**config.mk**
```make
export PLATFORM = sky130hd
export DESIGN_NAME = snn_axis_spike_bridge_flat
export DESIGN_NICKNAME = d
export VERILOG_FILES = /design/src/rtl/snn_bridge_pkg.sv /design/src/rtl/snn_axis_spike_bridge_if.sv /design/src/rtl/spike_sync_fifo.sv /design/src/rtl/snn_axis_spike_bridge.sv /design/src/flat_wrapper.sv
export SDC_FILE = /design/constraint.sdc
export NUM_CORES = 1
export LEC_CHECK = 0
export ABC_CLOCK_PERIOD_IN_PS = 5300
export CAP_MARGIN = 20
export CELL_PAD_IN_SITES_DETAIL_PLACEMENT = 1
export CELL_PAD_IN_SITES_GLOBAL_PLACEMENT = 1
export CORE_MARGIN = 3
export CORE_UTILIZATION = 54
export DETAILED_ROUTE_END_ITERATION = 16
export HOLD_SLACK_MARGIN = 0.06
export PLACE_DENSITY = 0.92
export SYNTH_ARGS = -nofsm -noshare
export SYNTH_HDL_FRONTEND = slang
export SYNTH_HIERARCHICAL = 1
export SYNTH_SLANG_ARGS = --single-unit
```
**constraint.sdc**
```tcl
create_clock -name ap_clk -period 5.3 [get_ports ap_clk]
set_input_delay 1.06 -clock ap_clk [delete_from_list [all_inputs] [get_ports ap_clk]]
set_output_delay 1.06 -clock ap_clk [all_outputs]
set_load 0.05 [all_outputs]
```
**src/rtl/snn_bridge_pkg.sv**
```systemverilog
// Shared constants, marker FSM state type and marker word builder for the
// AXI4-Stream <-> SNN core spike bridge.
package snn_bridge_pkg;

  localparam int MARKER_BIT     = 31;
  localparam int ID_LSB         = 16;
  localparam int STEP_W         = 16;
  localparam int CNT_W          = 32;

  localparam int ERR_ID_RANGE   = 0;
  localparam int ERR_MARKER_OVR = 1;
  localparam int ERR_RSVD       = 2;

  typedef enum logic {
    MK_IDLE    = 1'b0,
    MK_PENDING = 1'b1
  } marker_state_e;

  function automatic logic [31:0] marker_word(input logic [STEP_W-1:0] step);
    marker_word             = '0;
    marker_word[MARKER_BIT] = 1'b1;
    marker_word[STEP_W-1:0] = step;
  endfunction

endpackage

```
**src/rtl/snn_axis_spike_bridge_if.sv**
```systemverilog
// 32-bit AXI4-Stream bundle; master drives data/valid/last, slave drives ready.
interface snn_axis_spike_bridge_if;

  logic [31:0] TDATA;
  logic        TVALID;
  logic        TREADY;
  logic        TLAST;

  modport master (output TDATA, output TVALID, output TLAST, input TREADY);
  modport slave  (input TDATA, input TVALID, input TLAST, output TREADY);

endinterface

```
**src/rtl/spike_sync_fifo.sv**
```systemverilog
// Single-clock FIFO with pointer-based full/empty; the head word is read from
// registered storage, so a word pushed in cycle N is visible in cycle N+1.
module spike_sync_fifo #(
  parameter int WIDTH = 18,
  parameter int DEPTH = 16
) (
  input  logic             clk,
  input  logic             rst_n,
  input  logic             push_i,
  input  logic [WIDTH-1:0] wdata_i,
  input  logic             pop_i,
  output logic [WIDTH-1:0] rdata_o,
  output logic             full_o,
  output logic             empty_o
);

  localparam int AW = $clog2(DEPTH);

  logic [WIDTH-1:0] mem_q [DEPTH];
  logic [AW:0]      wr_ptr_q;
  logic [AW:0]      rd_ptr_q;
  logic             push_en;
  logic             pop_en;

  assign empty_o = (wr_ptr_q == rd_ptr_q);
  assign full_o  = (wr_ptr_q[AW] != rd_ptr_q[AW]) &&
                   (wr_ptr_q[AW-1:0] == rd_ptr_q[AW-1:0]);
  assign push_en = push_i && !full_o;
  assign pop_en  = pop_i && !empty_o;

  // NOTE: sequential state uses non-blocking assignments so every register
  // samples its inputs from the same pre-edge values.
  always_ff @(posedge clk or negedge rst_n) begin
    if (!rst_n) begin
      wr_ptr_q <= '0;
      rd_ptr_q <= '0;
    end else begin
      if (push_en) wr_ptr_q <= wr_ptr_q + (AW+1)'(1);
      if (pop_en)  rd_ptr_q <= rd_ptr_q + (AW+1)'(1);
    end
  end

  // NOTE: storage is deliberately not reset; the pointers alone decide which
  // entries are live, so the array can map onto plain RAM.
  always_ff @(posedge clk) begin
    if (push_en) mem_q[wr_ptr_q[AW-1:0]] <= wdata_i;
  end

  assign rdata_o = mem_q[rd_ptr_q[AW-1:0]];

endmodule

```
**src/rtl/snn_axis_spike_bridge.sv**
```systemverilog
// AXI4-Stream to SNN core spike bridge: ingress/egress FIFOs, neuron ID range
// check, per-timestep egress marker framing, spike counters and sticky errors.
module snn_axis_spike_bridge
  import snn_bridge_pkg::*;
#(
  parameter int NEURON_ID_W = 10,
  parameter int WEIGHT_W    = 8,
  parameter int NUM_NEURONS = 1024,
  parameter int IN_DEPTH    = 16,
  parameter int OUT_DEPTH   = 32
) (
  input  logic                       ap_clk,
  input  logic                       ap_rst_n,
  snn_axis_spike_bridge_if.slave     s_axis_spikes,
  snn_axis_spike_bridge_if.master    m_axis_spikes,
  output logic                       spike_in_valid,
  input  logic                       spike_in_ready,
  output logic [NEURON_ID_W-1:0]     spike_in_neuron_id,
  output logic [WEIGHT_W-1:0]        spike_in_weight,
  input  logic                       spike_out_valid,
  output logic                       spike_out_ready,
  input  logic [NEURON_ID_W-1:0]     spike_out_neuron_id,
  input  logic [WEIGHT_W-1:0]        spike_out_weight,
  input  logic                       timestep_end,
  output logic                       timestep_tick,
  input  logic                       clear_counters,
  output logic [CNT_W-1:0]           in_spike_count,
  output logic [CNT_W-1:0]           out_spike_count,
  output logic [STEP_W-1:0]          step_count,
  output logic [2:0]                 err_status
);

  localparam int CORE_W = NEURON_ID_W + WEIGHT_W;
  localparam int EG_W   = 33;

  // Holds both ready outputs low for the first cycle out of reset.
  logic ready_q;

  // ---------------- ingress ----------------
  logic [NEURON_ID_W-1:0] rx_id;
  logic [WEIGHT_W-1:0]    rx_weight;
  logic                   rx_accept, rx_marker, rx_in_range, rx_push, rx_err;
  logic                   in_full, in_empty;
  logic [CORE_W-1:0]      in_rdata;
  logic                   tick_q;
  logic                   unused_rx;

  assign rx_id       = s_axis_spikes.TDATA[ID_LSB +: NEURON_ID_W];
  assign rx_weight   = s_axis_spikes.TDATA[0 +: WEIGHT_W];
  assign rx_marker   = s_axis_spikes.TDATA[MARKER_BIT];
  assign rx_accept   = s_axis_spikes.TVALID && s_axis_spikes.TREADY;
  assign rx_in_range = (32'(rx_id) < 32'(NUM_NEURONS));
  assign rx_push     = rx_accept && !rx_marker && rx_in_range;
  assign rx_err      = rx_accept && !rx_marker && !rx_in_range;
  assign unused_rx   = ^{s_axis_spikes.TLAST, s_axis_spikes.TDATA};

  assign s_axis_spikes.TREADY = ready_q && !in_full;

  spike_sync_fifo #(.WIDTH(CORE_W), .DEPTH(IN_DEPTH)) u_in_fifo (
    .clk     (ap_clk),
    .rst_n   (ap_rst_n),
    .push_i  (rx_push),
    .wdata_i ({rx_id, rx_weight}),
    .pop_i   (spike_in_valid && spike_in_ready),
    .rdata_o (in_rdata),
    .full_o  (in_full),
    .empty_o (in_empty)
  );

  assign spike_in_valid     = !in_empty;
  assign spike_in_neuron_id = in_rdata[WEIGHT_W +: NEURON_ID_W];
  assign spike_in_weight    = in_rdata[0 +: WEIGHT_W];
  assign timestep_tick      = tick_q;

  // ---------------- egress + marker FSM ----------------
  marker_state_e      state_q, state_d;
  logic               marker_write, tx_spike, err_ovr;
  logic [EG_W-1:0]    tx_word, out_rdata;
  logic               out_full, out_empty;
  logic [STEP_W-1:0]  step_q, step_d;

  assign spike_out_ready = ready_q && !out_full && (state_q == MK_IDLE);
  assign tx_spike        = spike_out_valid && spike_out_ready;
  assign err_ovr         = timestep_end && (state_q == MK_PENDING);

  // NOTE: every signal assigned in a combinational block gets a default
  // first, so no path leaves it unassigned and no latch is inferred.
  always_comb begin
    state_d      = state_q;
    marker_write = 1'b0;
    unique case (state_q)
      MK_IDLE:    if (timestep_end) state_d = MK_PENDING;
      MK_PENDING: if (!out_full) begin
        marker_write = 1'b1;
        state_d      = MK_IDLE;
      end
    endcase
  end

  always_comb begin
    tx_word = '0;
    if (marker_write) begin
      tx_word = {1'b1, marker_word(step_q)};
    end else begin
      tx_word[ID_LSB +: NEURON_ID_W] = spike_out_neuron_id;
      tx_word[0 +: WEIGHT_W]         = spike_out_weight;
    end
  end

  spike_sync_fifo #(.WIDTH(EG_W), .DEPTH(OUT_DEPTH)) u_out_fifo (
    .clk     (ap_clk),
    .rst_n   (ap_rst_n),
    .push_i  (tx_spike || marker_write),
    .wdata_i (tx_word),
    .pop_i   (m_axis_spikes.TVALID && m_axis_spikes.TREADY),
    .rdata_o (out_rdata),
    .full_o  (out_full),
    .empty_o (out_empty)
  );

  assign m_axis_spikes.TVALID = !out_empty;
  assign m_axis_spikes.TDATA  = out_rdata[31:0];
  assign m_axis_spikes.TLAST  = out_rdata[32] && !out_empty;

  // ---------------- counters and sticky errors ----------------
  logic [CNT_W-1:0] in_cnt_q, in_cnt_d, out_cnt_q, out_cnt_d;
  logic [1:0]       err_q, err_d;

  always_comb begin
    in_cnt_d  = in_cnt_q;
    out_cnt_d = out_cnt_q;
    step_d    = step_q;
    err_d     = err_q;
    if (rx_push)      in_cnt_d  = in_cnt_q + 1'b1;
    if (tx_spike)     out_cnt_d = out_cnt_q + 1'b1;
    if (marker_write) step_d    = step_q + 1'b1;
    if (rx_err)       err_d[ERR_ID_RANGE]   = 1'b1;
    if (err_ovr)      err_d[ERR_MARKER_OVR] = 1'b1;
    // Clearing wins over any same-cycle increment or error.
    if (clear_counters) begin
      in_cnt_d  = '0;
      out_cnt_d = '0;
      step_d    = '0;
      err_d     = '0;
    end
  end

  always_ff @(posedge ap_clk or negedge ap_rst_n) begin
    if (!ap_rst_n) begin
      ready_q   <= 1'b0;
      tick_q    <= 1'b0;
      state_q   <= MK_IDLE;
      in_cnt_q  <= '0;
      out_cnt_q <= '0;
      step_q    <= '0;
      err_q     <= '0;
    end else begin
      ready_q   <= 1'b1;
      tick_q    <= rx_accept && rx_marker;
      state_q   <= state_d;
      in_cnt_q  <= in_cnt_d;
      out_cnt_q <= out_cnt_d;
      step_q    <= step_d;
      err_q     <= err_d;
    end
  end

  assign in_spike_count                          = in_cnt_q;
  assign out_spike_count                         = out_cnt_q;
  assign step_count                              = step_q;
  assign err_status[ERR_MARKER_OVR:ERR_ID_RANGE] = err_q;
  assign err_status[ERR_RSVD]                    = 1'b0;

endmodule

```
**src/flat_wrapper.sv**
```systemverilog
// flat-port wrapper written by rule: the top's interface ports become plain ports
module snn_axis_spike_bridge_flat import snn_bridge_pkg::*;
#(
  parameter int NEURON_ID_W = 10,
  parameter int WEIGHT_W    = 8,
  parameter int NUM_NEURONS = 1024,
  parameter int IN_DEPTH    = 16,
  parameter int OUT_DEPTH   = 32
)
  (ap_clk, ap_rst_n, spike_in_valid, spike_in_ready, spike_in_neuron_id, spike_in_weight, spike_out_valid, spike_out_ready, spike_out_neuron_id, spike_out_weight, timestep_end, timestep_tick, clear_counters, in_spike_count, out_spike_count, step_count, err_status, s_axis_spikes_TDATA, s_axis_spikes_TVALID, s_axis_spikes_TLAST, s_axis_spikes_TREADY, m_axis_spikes_TDATA, m_axis_spikes_TVALID, m_axis_spikes_TLAST, m_axis_spikes_TREADY);
  snn_axis_spike_bridge_if s_axis_spikes_i ();
  snn_axis_spike_bridge_if m_axis_spikes_i ();
  input  logic ap_clk;
  input  logic ap_rst_n;
  output logic spike_in_valid;
  input  logic spike_in_ready;
  output logic [NEURON_ID_W-1:0] spike_in_neuron_id;
  output logic [WEIGHT_W-1:0] spike_in_weight;
  input  logic spike_out_valid;
  output logic spike_out_ready;
  input  logic [NEURON_ID_W-1:0] spike_out_neuron_id;
  input  logic [WEIGHT_W-1:0] spike_out_weight;
  input  logic timestep_end;
  output logic timestep_tick;
  input  logic clear_counters;
  output logic [CNT_W-1:0] in_spike_count;
  output logic [CNT_W-1:0] out_spike_count;
  output logic [STEP_W-1:0] step_count;
  output logic [2:0] err_status;
  input wire logic [$bits(s_axis_spikes_i.TDATA)-1:0] s_axis_spikes_TDATA;
  input wire logic [$bits(s_axis_spikes_i.TVALID)-1:0] s_axis_spikes_TVALID;
  input wire logic [$bits(s_axis_spikes_i.TLAST)-1:0] s_axis_spikes_TLAST;
  output wire logic [$bits(s_axis_spikes_i.TREADY)-1:0] s_axis_spikes_TREADY;
  output wire logic [$bits(m_axis_spikes_i.TDATA)-1:0] m_axis_spikes_TDATA;
  output wire logic [$bits(m_axis_spikes_i.TVALID)-1:0] m_axis_spikes_TVALID;
  output wire logic [$bits(m_axis_spikes_i.TLAST)-1:0] m_axis_spikes_TLAST;
  input wire logic [$bits(m_axis_spikes_i.TREADY)-1:0] m_axis_spikes_TREADY;
  assign s_axis_spikes_i.TDATA = s_axis_spikes_TDATA;
  assign s_axis_spikes_i.TVALID = s_axis_spikes_TVALID;
  assign s_axis_spikes_i.TLAST = s_axis_spikes_TLAST;
  assign s_axis_spikes_TREADY = s_axis_spikes_i.TREADY;
  assign m_axis_spikes_TDATA = m_axis_spikes_i.TDATA;
  assign m_axis_spikes_TVALID = m_axis_spikes_i.TVALID;
  assign m_axis_spikes_TLAST = m_axis_spikes_i.TLAST;
  assign m_axis_spikes_i.TREADY = m_axis_spikes_TREADY;
  snn_axis_spike_bridge #(.NEURON_ID_W(NEURON_ID_W), .WEIGHT_W(WEIGHT_W), .NUM_NEURONS(NUM_NEURONS), .IN_DEPTH(IN_DEPTH), .OUT_DEPTH(OUT_DEPTH)) u_core (.ap_clk(ap_clk), .ap_rst_n(ap_rst_n), .s_axis_spikes(s_axis_spikes_i), .m_axis_spikes(m_axis_spikes_i), .spike_in_valid(spike_in_valid), .spike_in_ready(spike_in_ready), .spike_in_neuron_id(spike_in_neuron_id), .spike_in_weight(spike_in_weight), .spike_out_valid(spike_out_valid), .spike_out_ready(spike_out_ready), .spike_out_neuron_id(spike_out_neuron_id), .spike_out_weight(spike_out_weight), .timestep_end(timestep_end), .timestep_tick(timestep_tick), .clear_counters(clear_counters), .in_spike_count(in_spike_count), .out_spike_count(out_spike_count), .step_count(step_count), .err_status(err_status));
endmodule
```
# Word level (Yosys, flattened, before mapping)

Memory sizes are Yosys's and may differ from the RTL's.
Cells that the tools add are included.

Equal/unequal tests: 6
Mux-type cells: 21
Add/subtract/negate cells: 7
Reduce and logical (&&, ||, !) cells: 27
Bitwise gates (word level): 1

Operators by type and width:

| cell                                           | count |
|---|---|
| 2-to-1 mux 32 bit                              | 4 |
| adder 32 x 1 -> 32 bit (second input constant) | 2 |
| 2-to-1 mux 16 bit                              | 2 |
| logical AND 1 bit                              | 17 |
| adder 16 x 1 -> 16 bit (second input constant) | 1 |
| 2-to-1 mux 8 bit                               | 2 |
| adder 6 x 1 -> 6 bit (second input constant)   | 2 |
| adder 5 x 1 -> 5 bit (second input constant)   | 2 |
| equality test 5 bit                            | 2 |
| 2-to-1 mux 10 bit                              | 1 |
| 2-to-1 mux 1 bit                               | 9 |
| nonzero test 2 bit                             | 4 |
| 2-to-1 mux 7 bit                               | 1 |
| equality test 6 bit                            | 1 |
| zero test 1 bit                                | 5 |
| equality test 4 bit                            | 1 |
| 2-to-1 mux 2 bit                               | 1 |
| inequality test 1 bit                          | 2 |
| case mux 1 bit (2 select lines)                | 1 |
| logical OR 1 bit                               | 1 |
| inverter 1 bit                                 | 1 |

Output and inout bits: 139
Bits of input ports: 59
Word-level logic and storage cells: 75
Memories kept: 2
Register bits: 106
RAM bits: 1344

Memories:

| name                    | depth | width | read ports | clocked after memory_dff | wr ports | RTL line              | source |
|---|---|---|---|---|---|---|---|
| u_core.u_out_fifo.mem_q | 32    | 33    | 1          | 0                        | 1        | spike_sync_fifo.sv:19 | `logic [WIDTH-1:0] mem_q [DEPTH];` |
| u_core.u_in_fifo.mem_q  | 16    | 18    | 1          | 0                        | 1        | spike_sync_fifo.sv:19 |  |

# Logic depth before layout (Yosys ltp)

Gate-level depths: netlist of the first run.

Depth in word-level cells: 10
Depth in mapped cells: 13
Mapped depth without buffers: 8

# Modules after synthesis

The synthesis of the first run kept the hierarchy.

By module, submodules not included:

| module                               | cells an instance | sequential area each (um^2) | times used | area an instance (um^2) |
|---|---|---|---|---|
| spike_sync_fifo at u_core.u_out_fifo | 1691              | 32010.7                     | 1          | 40093.5 |
| spike_sync_fifo at u_core.u_in_fifo  | 521               | 8898.5                      | 1          | 11492.3 |
| snn_axis_spike_bridge                | 523               | 2102.0                      | 1          | 4705.8 |

# Worst setup path before layout of the first run

Ideal clock, no wire load.

Kind: flip-flop to flip-flop
Start point: register u_core.u_out_fifo.rd_ptr_q[0]
End point: memory u_core/u_out_fifo/mem_q[30][0] (netlist name) (enable)
Setup time: 0.423 ns
Period minus slack after synthesis: 4.055 ns
Cell stages (with the launch flop): 13
Data arrival time: 3.632 ns
Setup slack: 1.245 ns
Required time: 4.877 ns
Cell sequence: dfrtp_1 -> buf_4 -> buf_6 -> xor2_2 -> nor3_2 -> and2_1 -> nand2b_1 -> clkbuf_1 -> clkbuf_1 -> nand2_1 -> a21boi_4 -> nand2_1 -> nor2_1

Cells in the longest elaborated chain, start to end: 10
Elaborated cells on any way between the ends: 12
Those cells by class: eq/ne (1); mux (4); reduce/logical (7)

Ends and longest elaborated chain:

| element                                  | RTL line                                           | source |
|---|---|---|
| from (decl)                              | spike_sync_fifo.sv:21                              | `logic [AW:0] rd_ptr_q;` |
| from (signal assigned)                   | spike_sync_fifo.sv:39                              | `if (pop_en) rd_ptr_q <= rd_ptr_q + (AW+1)'(1);` |
| equality test 5 bit *                    | spike_sync_fifo.sv:27                              | `(wr_ptr_q[AW-1:0] == rd_ptr_q[AW-1:0]);` |
| logical AND 1 bit *                      | spike_sync_fifo.sv:26                              | `assign full_o = (wr_ptr_q[AW] != rd_ptr_q[AW]) &&` |
| via u_core.out_full                      | snn_axis_spike_bridge.sv:79                        | `logic out_full, out_empty;` |
| zero test 1 bit                          | spike_sync_fifo.sv:28, snn_axis_spike_bridge.sv:82 |  |
| logical AND 1 bit (2 in series)          | snn_axis_spike_bridge.sv:82                        | `assign spike_out_ready = ready_q && !out_full && (state_q == MK_IDLE);` |
| logical AND 1 bit                        | snn_axis_spike_bridge.sv:83                        | `assign tx_spike = spike_out_valid && spike_out_ready;` |
| logical OR 1 bit                         | snn_axis_spike_bridge.sv:113                       | `.push_i (tx_spike \|\| marker_write),` |
| logical AND 1 bit *                      | spike_sync_fifo.sv:28                              | `assign push_en = push_i && !full_o;` |
| 2-to-1 mux 1 bit *                       | spike_sync_fifo.sv:46                              | `if (push_en) mem_q[wr_ptr_q[AW-1:0]] <= wdata_i;` |
| 2-to-1 mux 1 bit (not written as such) * | spike_sync_fifo.sv:46                              |  |
| to (decl)                                | spike_sync_fifo.sv:19                              |  |

Mark *: on every way through the listed nets, which the timed path passes. The rest lies on a longest branch.

# Final worst setup path of the first run

Start point: register u_core.u_out_fifo.rd_ptr_q[2]
End point: output m_axis_spikes_TDATA[11]

Cells in the longest elaborated chain, start to end: 1

Ends and longest elaborated chain:

| element                   | RTL line           | source |
|---|---|---|
| memory read (32 x 33 bit) | -                  |  |
| to (decl)                 | flat_wrapper.sv:34 | `output wire logic [$bits(m_axis_spikes_i.TDATA)-1:0] m_axis_spikes_TDATA;` |

No other way between the ends.

==> results.tsv, run 1 <==
stage	metric	value	unit
outcome	status	finished clean	
yosys	synth_area_per_cell	20.6	um2
power	powerDensity	542	nW/um2
final_layout	most_frequent_cells_in_the_layout	1,344 x sky130_fd_sc_hd__edfxtp_1, 336 x sky130_fd_sc_hd__mux4_2, 166 x sky130_fd_sc_hd__o22ai_1	
yosys	synthDistinctLibCells	58	
worst_setup_path	critPathLaunchType	register	
worst_setup_path	critical_path.slowest_cell	sky130_fd_sc_hd__clkdlybuf4s50_1	
timing	fin_setup_tns	0	ns
routing	postRouteWirelength	177000	um
grt	antenna_violations_before_repair	15	
clocking	path_clk_slew	0.07	ns
final_layout	layout.cell_area.non_filler	66300	um2
final_layout	layout_commonest_cell	sky130_fd_sc_hd__edfxtp_1	
die	die_footprint	108000	um2
timing	post-route-worst-setup-slack	0.00173	ns
clocking	hold_buffers	0	
grt	via_count_of_the_first_global_routing_pass	33300	
timing	slew-limit-headroom	0.235	
timing	final_max_slew_viol_count	0	
final_layout	syn_to_final_growth	17.9	%
clocking	tritoncts_num_sinks	1450	
final_layout	multi_input_comb_area	13400	um2
timing	clock_skew	0.0417	ns
final_layout	nNetsFinal	3278	
die	die_x	329	um
power	p_leak	21.6	nW
placed_design	port_buffers	181	
clocking	tritoncts	done	
timing	hold-worst-slack	0.393	ns
timing	fmaxAchievable	0.189	GHz
timing	number_of_setup_violations_in_the_final_report	0	
routing	drt.antenna.violating_nets	0	
timing	tightestPinTransition	1.14	ns
routing	detail_route.iter0.violations	5171	
clocking	clk_latency	0.77	ns
worst_setup_path	timing.critical_path.cells	nor2_1 > nand2_2 > o22ai_1 > nor4_1 > clkdlybuf4s50_1	
final_layout	instances_no_fill	4698	
power	worst_ir_drop_vdd	0.554	mV
yosys	ys_ff_latch	1450	
yosys	post_synth_inst_count	2735	
placed_design	dpl-instance-area	61000	um2
timing	min_period_over_period	1.00	
yosys	synth_largest_type_area_fraction	0.717	
final_layout	area.sequential	43000	um2
die	core.rowCount	117	
worst_setup_path	cp.required	4.24	ns
die	die-height	329	um
grt	global_route.usage.total	0.317	
routing	final_routed_drc_violation_total	0	
worst_setup_path	cp_max_fo	22	
routing	via_count	32100	
placed_design	dpl.hpwl	90100	um
timing	timing.final.crit_period	5.30	ns
job	maxCapViolCount	0	
worst_setup_path	critical-path-max-stage-delay	0.94	ns
placed_design	setup_slack_placement	0.652	ns
worst_setup_path	worst-setup-path-type	reg -> out	
final_layout	filler_cell_count	8279	
timing	timing_hold_violations_final	0	
routing	detail_route.first_pass.iterations	7	
clocking	numCtsBuffers	144	
grt	largest_net_degree_at_the_start_of_global_routing	110	
final_layout	final_core_density	0.647	
clocking	cts.root.buffer_cell	sky130_fd_sc_hd__clkbuf_16	
yosys	synth-seq-area-share	0.764	
routing	drt_via_density	6.84	
yosys	synth_largest_area_cell	sky130_fd_sc_hd__edfxtp_1	
worst_setup_path	worst-endpoint-arrival	4.24	ns
grt	grt_remaining_overflow	0	
clocking	ctsHtreeMaxLevel	4	
yosys	yosys-top-cells-area	sky130_fd_sc_hd__edfxtp_1 72%, sky130_fd_sc_hd__mux4_2 13%, sky130_fd_sc_hd__dfrtp_1 4.7%	
yosys	yosys_most_used_dff	sky130_fd_sc_hd__edfxtp_1	
yosys	synth_edf_count	1344	
die	num_io_pins	198	
placed_design	routabilityCongestion	0.774	
final_layout	post_route_cells_drive_above_1_share	0.234	
yosys	yosysWarningCount	6	
power	total_power	36.0	mW
placed_design	placed_instance_count	4400	
hold_path	min-delay-path-class	in -> async	
routing	routedWlPerCell	37.8	um
worst_setup_path	worst_setup_path_end_kind	output port	
die	initial_core_util	0.549	
grt	grt_first_pass_wirelength	244000	um
clocking	cts.path.max_buffers	3	
yosys	async_reset_ff_frac	0.0731	
yosys	total_standard_cell_area_after_synthesis	56300	um2
die	floorplan.core_area	103000	um2
## state kept, by name (all words and copies together) (netlist names)
register,count
u_core/u_out_fifo/wr_ptr_q,6
u_core/in_spike_count,32
u_core/u_out_fifo/mem_q,1056
u_core/err_q,1
u_core/state_q,1
u_core/out_spike_count,32
u_core/timestep_tick,1
u_core/u_out_fifo/rd_ptr_q,6
u_core/u_in_fifo/mem_q,288
u_core/u_in_fifo/rd_ptr_q,5
u_core/step_count,16
u_core/ready_q,1
u_core/u_in_fifo/wr_ptr_q,5
## cell families after synthesis
logic type / Yosys count / synth area share
DFF: 1450 / 0.764
and+or+nand+nor: 428 / 0.0411
muxes: 348 / 0.137
AOI/OAI and AO/OA: 271 / 0.0304
buffers and inverters: 168 / 0.0158
xor gates and xnor gates: 55 / 0.00869
adders and majority gates: 13 / 0.00289
other: 2 / 0.000133
## final cells by class
type                            count  share of cell area
Sequential cell                  1450               0.649
Multi-Input combinational cell   1278               0.202
Clock buffer                      181              0.0580
Timing Repair Buffer              311              0.0527
Tap cell                         1368              0.0258
Clock inverter                     77              0.0117
Inverter                           21             0.00119
Antenna cell                       12            0.000453
## critical path, delay by kind of cell, from the launching register on
family                 cells  cell delay (ns)
flip-flops                 1             0.73
buffers and inverters      1             0.94
AND/OR/NAND/NOR            3             1.38
AO/OA/AOI/OAI              1             0.40
## report_power, final
part	internal, mW	switching, mW
Sequential	13.3	0.634
Combinational	4.39	7.16
Clock	5.77	4.70
Total	23.5	12.5
## Yosys cell counts (all sizes together) (28+ instances only)
cell and count:
nand4 33, clkbuf 50, dfrtp 106, mux4 336, xnor2 33, nor2 106, buf 97, edfxtp 1344
o22ai 168, a21oi 47, nor4 48, or4 29, nand3 28, nand2 73
## path summary, 6_finish.rpt
kind / to / slack (ns) / start / cells after the start
setup / recovery: m_axis_spikes_TDATA[11] / 0.002 / u_core/u_out_fifo/rd_ptr_q[2] / 5
hold / removal: u_core/in_spike_count[0] / 0.39 / ap_rst_n / 1
setup reg to reg: u_core/u_out_fifo/mem_q[30][7] / 0.27 / u_core/u_out_fifo/rd_ptr_q[3] / 9
hold reg to reg: u_core/err_q[1] / 0.50 / u_core/err_q[1] / 2
max in group asynchronous: u_core/in_spike_count[14] / 3.55 / ap_rst_n / 2
min in group ap_clk: u_core/err_q[1] / 0.50 / u_core/err_q[1] / 2
## layer usage
metal	vias to the layer above	wire length (um)	part of all wire	track usage
met1	16700	59900	0.34	0.411
li1	12200	-	-	-
met2	2678	90200	0.51	0.532
met5	-	67	0.00038	0
met4	12	7650	0.043	0.115
met3	513	19700	0.11	0.0700
## timing repair
action	in CTS	in global routing
endpoints found under the hold margin	0	0
endpoints found under the setup margin	1	5
buffers inserted	3	2
gates resized for setup	0	4
pin swaps	0	1
No activity file was read; power rests on OpenSTA's default activity.
==> inputs of run 2 (changes only) <==
--- a/config.mk
+++ b/config.mk
@@ -5,15 +5,15 @@
 export SDC_FILE = /design/constraint.sdc
 export NUM_CORES = 1
 export LEC_CHECK = 0
-export ABC_CLOCK_PERIOD_IN_PS = 5300
+export ABC_CLOCK_PERIOD_IN_PS = 4750
 export CAP_MARGIN = 20
 export CELL_PAD_IN_SITES_DETAIL_PLACEMENT = 1
 export CELL_PAD_IN_SITES_GLOBAL_PLACEMENT = 1
 export CORE_MARGIN = 3
-export CORE_UTILIZATION = 54
+export CORE_UTILIZATION = 49
 export DETAILED_ROUTE_END_ITERATION = 16
 export HOLD_SLACK_MARGIN = 0.06
-export PLACE_DENSITY = 0.92
+export PLACE_DENSITY = 0.88
 export SYNTH_ARGS = -nofsm -noshare
 export SYNTH_HDL_FRONTEND = slang
 export SYNTH_HIERARCHICAL = 1
==> constraint.sdc (replaced) <==
create_clock -name ap_clk -period 4.75 [get_ports ap_clk]
set_input_delay 0.95 -clock ap_clk [delete_from_list [all_inputs] [get_ports ap_clk]]
set_output_delay 0.95 -clock ap_clk [all_outputs]
set_load 0.05 [all_outputs]
==> run 2 against run 1 <==
  * The flow now finishes with violations (negative setup slack)
  * Clock power grew 9%
  * First-iteration DRC count down 14%
  * Non-clock buffer count grew 33
  * Critical path depth increased by 2
  * Largest cell class unchanged
  * Critical path type unchanged
  * Hold slack worse by 0.037 ns
  * Global-route usage is 3.7 points lower
  * Cell area grew 0.61%
==> results.tsv, run 2 (synthesized netlist as in run 1, its figures left out) <==
stage	metric	value	unit
outcome	status	complete, but fails checks	
outcome	violations_in_the_final_reports	negative setup slack	
final_layout	layout_commonest_cell	sky130_fd_sc_hd__edfxtp_1	
hold_path	min-delay-path-class	in -> async	
worst_setup_path	worst-endpoint-arrival	3.84	ns
power	powerDensity	604	nW/um2
timing	number_of_setup_violations_in_the_final_report	2	
job	maxCapViolCount	0	
worst_setup_path	critPathMostFrequentCell	sky130_fd_sc_hd__buf_4	
grt	via_count_of_the_first_global_routing_pass	33000	
worst_setup_path	cp_max_fo	26	
timing	fmaxAchievable	0.209	GHz
die	core.rowCount	123	
timing	timing_hold_violations_final	0	
timing	slew-limit-headroom	0.318	
final_layout	instances_no_fill	4857	
die	die-height	345	um
worst_setup_path	worst-setup-path-type	reg -> out	
placed_design	port_buffers	181	
grt	antenna_violations_before_repair	15	
placed_design	routabilityCongestion	0.770	
grt	grt_first_pass_wirelength	238000	um
final_layout	nNetsFinal	3312	
worst_setup_path	timing.critical_path.cells	nand3b_1 > buf_4 > o22ai_1 > nor4_1 > buf_4 > nor2b_1 > buf_12	
routing	routedWlPerCell	34.7	um
clocking	tritoncts	done	
power	seq_power_share	0.384	
grt	global_route.usage.total	0.280	
power	total_power	40.3	mW
routing	detail_route.first_pass.iterations	6	
die	initial_core_util	0.497	
routing	detail_route.iter0.violations	4469	
final_layout	largest_reg_flops	1056	
die	floorplan.core_area	113000	um2
clocking	path_clk_slew	0.06	ns
final_layout	post_route_cells_drive_above_1_share	0.244	
die	die_footprint	119000	um2
clocking	cts.path.max_buffers	3	
clocking	ctsHtreeMaxLevel	4	
die	die_x	345	um
timing	tightestPinTransition	1.02	ns
routing	via_count	31500	
power	worst_ir_drop_vdd	0.600	mV
final_layout	most_frequent_cells_in_the_layout	1,344 x sky130_fd_sc_hd__edfxtp_1, 336 x sky130_fd_sc_hd__mux4_2, 168 x sky130_fd_sc_hd__o22ai_1	
clocking	cts.root.buffer_cell	sky130_fd_sc_hd__clkbuf_16	
timing	post-route-worst-setup-slack	-0.0423	ns
power	clockPowerShare	0.282	
final_layout	syn_to_final_growth	18.6	%
power	power.share.switching	0.339	
clocking	numCtsBuffers	145	
worst_setup_path	cp.required	3.80	ns
placed_design	dpl.hpwl	89800	um
routing	drt_via_density	6.48	
grt	grt_remaining_overflow	0	
timing	final_max_slew_viol_count	0	
routing	drt.antenna.violating_nets	0	
die	num_io_pins	198	
worst_setup_path	timing.critical_path.buf_inv	3	
timing	timing.final.crit_period	4.79	ns
power	share_comb_of_total_power	0.334	
clocking	tritoncts_num_sinks	1450	
routing	postRouteWirelength	168000	um
placed_design	placed_instance_count	4565	
clocking	clk_latency	0.76	ns
worst_setup_path	critPathLaunchType	register	
worst_setup_path	worst_setup_path_end_kind	output port	
power	switching_power_summed_over_all_nets	13.7	mW
timing	clock_skew	0.0402	ns
worst_setup_path	critical-path-max-stage-delay	0.70	ns
worst_setup_path	crit_family	simple AND/OR/NAND/NOR gates	
grt	largest_net_degree_at_the_start_of_global_routing	127	
power	p_leak	21.8	nW
routing	final_routed_drc_violation_total	0	
timing	min_period_over_period	1.01	
worst_setup_path	worst-r2r-cell-count	9	
power	power_report.internal_total	26.6	mW
worst_setup_path	critical_path.slowest_cell	sky130_fd_sc_hd__dfrtp_1	
worst_setup_path	critical_path_depth	7	
-- run 2: stage by stage --
step	util	instance area [um2]	hold WS, ns	TNS [ns]	setup slack [ns]
6_report	0.589	66700	0.356	-0.0546	-0.0423
2_1_floorplan	-	56900	0.462	0	0.695
3_5_place_dp	0.543	61500	0.488	0	0.562
3_3_place_gp	0.543	61500	0.477	0	0.676
5_1_grt	0.589	66700	0.390	-0.0210	-0.0210
4_1_cts	0.584	66200	0.340	0	0.00504
-- run 2: power groups by stage --
stage / Clock, mW / Sequential, mW / Combinational (mW)
finish: 11.4 / 15.5 / 13.5
global route: 12.0 / 15.5 / 13.9
CTS: 11.5 / 15.5 / 13.1
detailed placement: 0 / 15.8 / 12.7
global placement: 0 / 15.7 / 12.2
floorplan: 0 / 15.3 / 8.30
-- run 2: worst register-to-register path, stage by stage (launching register included) --
cell,delay [ns]
sky130_fd_sc_hd__dfrtp_4,0.76
sky130_fd_sc_hd__xor2_1,0.35
sky130_fd_sc_hd__nor3_2,0.16
sky130_fd_sc_hd__and2_1,0.31
sky130_fd_sc_hd__nand4bb_1,0.31
sky130_fd_sc_hd__nand2_1,0.24
sky130_fd_sc_hd__a21boi_4,0.43
sky130_fd_sc_hd__nand2_2,0.40
sky130_fd_sc_hd__nor2_4,0.54
sky130_fd_sc_hd__buf_4,0.34
-- run 2: final timing paths --
| check | from | end | slack, ns |
|---|---|---|---|
| max | u_core/u_out_fifo/rd_ptr_q[4] | m_axis_spikes_TLAST | -0.04 |
| min in group ap_clk | u_core/err_q[1] | u_core/err_q[1] | 0.50 |
| min | ap_rst_n | u_core/in_spike_count[13] | 0.36 |
| max reg2reg | u_core/u_out_fifo/rd_ptr_q[1] | u_core/u_out_fifo/mem_q[3][4] | 0.61 |
| min reg2reg | u_core/err_q[1] | u_core/err_q[1] | 0.50 |
| max in group asynchronous | ap_rst_n | u_core/u_out_fifo/rd_ptr_q[1] | 3.53 |
-- run 2: timing repair --
item,CTS,global route
gates resized for setup,3,2
setup endpoints to repair,23,4
hold buffers,0,0
buffers inserted,5,3
-- run 2: final cells by class --
cell class | count | area (um2)
antenna | 7 | 17.5
sequential | 1450 | 43000
clock buffer | 180 | 3810
tap | 1500 | 1880
clock inverter | 77 | 764
inverter | 21 | 78.8
timing repair buffer | 344 | 3810
fill | 9668 | 46500
multi-input combinational | 1278 | 13400
-- run 2: metal layers --
layer	vias up	global-route usage	part of all wire
met4	12	0.113	0.041
met2	2285	0.473	0.51
met1	16400	0.356	0.34
met5	-	0	0.00050
met3	432	0.0615	0.11
li1	12300	-	-
==> inputs of run 3 (changes only) <==
--- a/config.mk
+++ b/config.mk
@@ -5,7 +5,6 @@
 export SDC_FILE = /design/constraint.sdc
 export NUM_CORES = 1
 export LEC_CHECK = 0
-export ABC_CLOCK_PERIOD_IN_PS = 4750
 export CAP_MARGIN = 20
 export CELL_PAD_IN_SITES_DETAIL_PLACEMENT = 1
 export CELL_PAD_IN_SITES_GLOBAL_PLACEMENT = 1
==> results of run 3 <==
Same layout as run 2: the final DEF is identical, and so are final timing and power.
==> patch 1, RTL diff (flow settings as in run 3) <==
`NUM_NEURONS` is set to 1024 in 2 places; all go to 768.
--- a/src/rtl/snn_axis_spike_bridge.sv
+++ b/src/rtl/snn_axis_spike_bridge.sv
@@ -7,3 +7,3 @@
   parameter int WEIGHT_W    = 8,
-  parameter int NUM_NEURONS = 1024,
+  parameter int NUM_NEURONS = 768,
   parameter int IN_DEPTH    = 16,
--- a/src/flat_wrapper.sv
+++ b/src/flat_wrapper.sv
@@ -5,3 +5,3 @@
   parameter int WEIGHT_W    = 8,
-  parameter int NUM_NEURONS = 1024,
+  parameter int NUM_NEURONS = 768,
   parameter int IN_DEPTH    = 16,
Behaviour: not the same (a bounded check fails within 4 cycles, from zero or initial values and one cycle with ap_rst_n low).
==> patch 1 against run 3 <==
  * Total power increased by 0.89%
  * Cell area is essentially flat
  * Sequential power is essentially flat
  * Critical path type unchanged
  * Setup slack improved by 0.13 ns
  * Die area is 0.53% lower
  * Wire length hardly changed
  * Area after synthesis shrank 0.54%
  * Sequential cell count rose by 1
==> patch 1: results (changes against run 3) <==
- Worst skew pair latency: 0.79 ns (was 0.76 ns)
- Xor/xnor share of the synthesized area: 0.01374 (was 0.008691)
- # setup viols final: 0 (was 2)
- Max stage delay on crit path: 0.81 ns (was 0.70 ns)
- Max Clock Skew: 0.04158 ns (was 0.04018 ns)
- DR pass1 iterations: 5 (was 6)
- Global-route wire length before repair: 242,500 microns (was 238,100 microns)
- Global Route Usage Sum: 0.2885 (was 0.2804)
- Leak: 22.12 nW (was 21.78 nW)
- Status: finished, final reports clean (was finished with violations)
- RePlAce Congestion: 0.7620 (was 0.7698)
- Average size of a mapped cell: 20.71 sq um (was 20.58 sq um)
- DP Worst Slack: 0.5008 ns (was 0.5624 ns)
- Max FO, Critical Path: 40 (was 26)
- Async SR Flop Fraction: 0.07374 (was 0.07310)
- Final net count: 3,311 (was 3,312)
- WHS: 0.1823 ns (was 0.3563 ns)
- FF-to-FF Start: u_core/u_out_fifo/wr_ptr_q[3]$_DFFE_PN0P_ (was u_core/u_out_fifo/rd_ptr_q[1]$_DFFE_PN0P_)
- Synth Area in Adders: 0.002905 (was 0.002890)
- Worst EP arrival: 3.71 ns (was 3.84 ns)
- Complex-gate fraction of the synthesized area: 0.02449 (was 0.03038)
- Routed WL: 168,500 microns (about the same)
- Unique masters post-synth: 56 (was 58)
- Post-DP HPWL: 92,710 microns (was 89,810 microns)
- Vias post-DR: 30,930 (was 31,450)
- Initial antenna violation count: 4 (was 15)
patch 1: changes by cell type after synthesis, moves of 6 or more:
cell	before	now
nor2b_1	11	5
nor3_1	17	26
a21oi_1	47	20
mux2_2	10	3
xnor2_1	33	42
or4_1	28	3
o31ai_1	26	3
clkbuf_1	50	58
and2_1	19	29
nor2_1	105	130
buf_1	9	2
xor2_1	21	44
patch 1: worst max path at each step:
stage / slack, ns / from / end / cells past startpoint
detailed placement: 0.50 / u_core/u_out_fifo/rd_ptr_q[0]$_DFFE_PN0P_ / m_axis_spikes_TDATA[2] / 6
floorplan: 0.47 / u_core/u_in_fifo/wr_ptr_q[2]$_DFFE_PN0P_ / u_core/u_in_fifo/mem_q[0][0]$_DFFE_PP_ / 11
global route: 0.05 / u_core/u_out_fifo/rd_ptr_q[1]$_DFFE_PN0P_ / m_axis_spikes_TLAST / 8
global placement: 0.53 / u_core/u_out_fifo/rd_ptr_q[0]$_DFFE_PN0P_ / m_axis_spikes_TDATA[2] / 6
CTS: 0.006 / u_core/u_out_fifo/rd_ptr_q[3]$_DFFE_PN0P_ / m_axis_spikes_TDATA[1] / 6
finish: 0.09 / u_core/u_out_fifo/rd_ptr_q[1]$_DFFE_PN0P_ / m_axis_spikes_TDATA[12] / 6
patch 1: what timing repair did:
action	in CTS	in global routing
resized for setup	11	4
buffers inserted	6	0
pin swaps	0	0
hold buffers	0	0
endpoints found under the setup margin	17	2
patch 1: metal layers:
| metal | track usage | vias to the layer above | share of wire |
|---|---|---|---|
| li1 | - | 12090 | - |
| met1 | 0.3633 | 16140 | 0.34 |
| met2 | 0.4819 | 2232 | 0.51 |
| met3 | 0.06797 | 462 | 0.10 |
| met4 | 0.1259 | 4 | 0.045 |
| met5 | 0 | - | 0.00015 |
patch 1: logic make-up (layout without fill, tap and decap cells):
logic type / count (synthesis) / in the layout
flip-flops: 1451 / 1451
AND/OR/NAND/NOR: 424 / 424
multiplexers: 343 / 343
AO/OA/AOI/OAI: 218 / 218
buffers and inverters: 165 / 660
XOR/XNOR: 87 / 87
adder cells (fa/ha/maj): 13 / 13
other: 2 / 163
patch 1: area by class of cell:
class	instances	area [sq um]
inverters	20	75.07
repair buffers	371	4020
diodes	1	2.502
clock buffers	186	3886
clock inverters	83	839.6
multi-input cells	1247	13040
well taps	1500	1877
fillers	9667	46170
flip-flops and latches	1451	43050
patch 1: report_power, final:
part | total, mW | switching [mW] | internal, mW
Sequential | 15.5 | 0.610 | 14.9
Combinational | 13.7 | 8.33 | 5.33
Clock | 11.6 | 5.22 | 6.33
Total | 40.7 | 14.2 | 26.5
patch 1: worst max-delay path: cells and delay by family (launching register included):
kind,cells,cell delay (ns)
flops,1,0.70
compound gates,1,0.18
mux,1,0.30
buf+inv,3,1.31
simple gates,1,0.39
==> patch 2, RTL diff (flow settings as in run 3) <==
Without the edit above. Reset style: synchronous (`ap_rst_n` and `rst_n`), changed in 2 clocked blocks.
--- a/src/rtl/spike_sync_fifo.sv
+++ b/src/rtl/spike_sync_fifo.sv
@@ -32,3 +32,3 @@
   // samples its inputs from the same pre-edge values.
-  always_ff @(posedge clk or negedge rst_n) begin
+  always_ff @(posedge clk) begin
     if (!rst_n) begin
--- a/src/rtl/snn_axis_spike_bridge.sv
+++ b/src/rtl/snn_axis_spike_bridge.sv
@@ -147,3 +147,3 @@
 
-  always_ff @(posedge ap_clk or negedge ap_rst_n) begin
+  always_ff @(posedge ap_clk) begin
     if (!ap_rst_n) begin
Behaviour: differs if ap_rst_n is asserted again (counterexample within 4 cycles, from zero or initial values and one cycle with ap_rst_n low); with ap_rst_n held inactive, the same outputs for 4 cycles.
==> patch 2 against run 3 <==
  * Register-to-register slack got worse by 0.21 ns
  * Global-route usage increased by 3.0 points
  * Clock skew decreased by 0.0093 ns
  * Area after synthesis increased by 2.9%
  * Via count increased by 18%
  * Wire length increased by 21%
  * Sequential share of layout area decreased by 1.8 points
  * Utilization decreased by 0.53 points
  * Setup slack improved by 0.12 ns
  * Cell area increased by 2.1%
  * Sequential cell count increased by 9
  * Critical endpoint is now m_axis_spikes_TDATA[30]
Power is not compared: it rests on default switching activity, and its combinational part moved more than twofold at a synthesized area within 25%.
==> patch 2: results (changes against run 3) <==
- Global Route Usage Sum: 0.3099 (was 0.2804)
- Layout cell share with drive strength beyond 1: 0.1193 (was 0.2442)
- ANT cells: 9 (was 7)
- Max FO, Critical Path: 78 (was 26)
- RePlAce Congestion: 0.8095 (was 0.7698)
- Routed WL: 204,500 microns (was 168,500 microns)
- Reg2reg end: u_core/u_out_fifo/mem_q[12][29]$_DFFE_PP_ (was u_core/u_out_fifo/mem_q[3][4]$_DFFE_PP_)
- Vias post-DR: 37,020 (was 31,450)
- Xor/xnor share of the synthesized area: 0.006631 (was 0.008691)
- Post-synthesis mux area share: 0.1309 (was 0.1369)
- Final worst-path cycle share: 0.9845 (was 1.009)
- Max_slew headroom: 0.1788 (was 0.3183)
- FF-to-FF Start: u_core/u_out_fifo/wr_ptr_q[3]$_SDFFE_PN0P_ (was u_core/u_out_fifo/rd_ptr_q[1]$_DFFE_PN0P_)
- CP max stage cell: clkdlybuf4s50_1 (was dfrtp_1)
- Synth top area cells: edfxtp_1 70%, mux2i_1 9.4%, dfxtp_1 4.0% (was edfxtp_1 72%, mux4_2 13%, dfrtp_1 4.7%)
- Vias in the first global route: 38,550 (was 33,030)
- Max Clock Skew: 0.03086 ns (was 0.04018 ns)
- Crit path max-delay family: buffers and inverters (was simple AND/OR/NAND/NOR gates)
- DP Worst Slack: 0.5926 ns (was 0.5624 ns)
- Worst EP arrival: 3.73 ns (was 3.84 ns)
- Non-clk invs: 23 (was 21)
- Filler Cells Inserted: 10,400 (was 9,668)
- First DRT Iteration DRCs: 5,256 (was 4,469)
- Complex-gate fraction of the synthesized area: 0.04880 (was 0.03038)
- Seq/Total Area, Yosys: 0.7365 (was 0.7641)
- Seq/total area: 0.6263 (was 0.6446)
- Max stage delay on crit path: 0.74 ns (was 0.70 ns)
- Post_cts resized: 4 (was 3)
- CTS Buf Count: 142 (was 145)
- Status: finished, final reports clean (was finished with violations)
- Top post-synthesis cells by count: 1,344 x edfxtp_1, 543 x mux2i_1, 187 x nand2_1 (was 1,344 x edfxtp_1, 336 x mux4_2, 168 x o22ai_1)
==> patch 2: cell count changes in the layout (fill, tap and decap cells not counted), moves of 107 or more <==
cell,change
a21oi_1,+107
mux2i_1,+543
mux4_2,-278
o22ai_1,-168
nand2_1,+116
dfxtp_1,+110
==> patch 2: metrics by stage <==
| step | util | hold WS (ns) | setup TNS, ns | instances |
|---|---|---|---|---|
| final | 0.5840 | 0.5185 | 0 | 5489 |
| after global routing | 0.5839 | 0.5276 | -0.008767 | 5484 |
| after CTS | 0.5773 | 0.5027 | 0 | 5453 |
| after detailed placement | 0.5380 | 0.4854 | 0 | 5190 |
| after global placement | 0.5380 | 0.4530 | 0 | 5190 |
| after floorplan | - | 0.4746 | 0 | 3574 |
==> patch 2: worst reg2reg max path: cells and delay by family, from the launching register on <==
kind	cells	cell delay (ns)
simple gates	6	2.58
buf+inv	1	0.28
flops	1	0.58
compound gates	1	0.37
xor+xnor	1	0.18
==> patch 2: worst min-delay path by stage <==
stage                                                      end  slack (ns)  cells after the start
floorplan           u_core/u_out_fifo/wr_ptr_q[5]$_SDFFE_PN0P_        0.47                      2
global placement                  u_core/err_q[1]$_SDFFE_PP0P_        0.45                      2
detailed placement      u_core/in_spike_count[31]$_SDFFE_PP0P_        0.49                      2
CTS                     u_core/in_spike_count[31]$_SDFFE_PP0P_        0.50                      2
global route           u_core/out_spike_count[29]$_SDFFE_PP0P_        0.53                      2
finish                 u_core/out_spike_count[26]$_SDFFE_PP0P_        0.52                      2
==> patch 2: layer usage <==
| metal | up-vias | wire (microns) | track usage |
|---|---|---|---|
| met5 | - | 75 | 0 |
| met4 | 12 | 15100 | 0.1816 |
| met3 | 955 | 21410 | 0.07129 |
| met2 | 3074 | 101100 | 0.5255 |
| met1 | 18700 | 66850 | 0.3621 |
| li1 | 14270 | - | - |
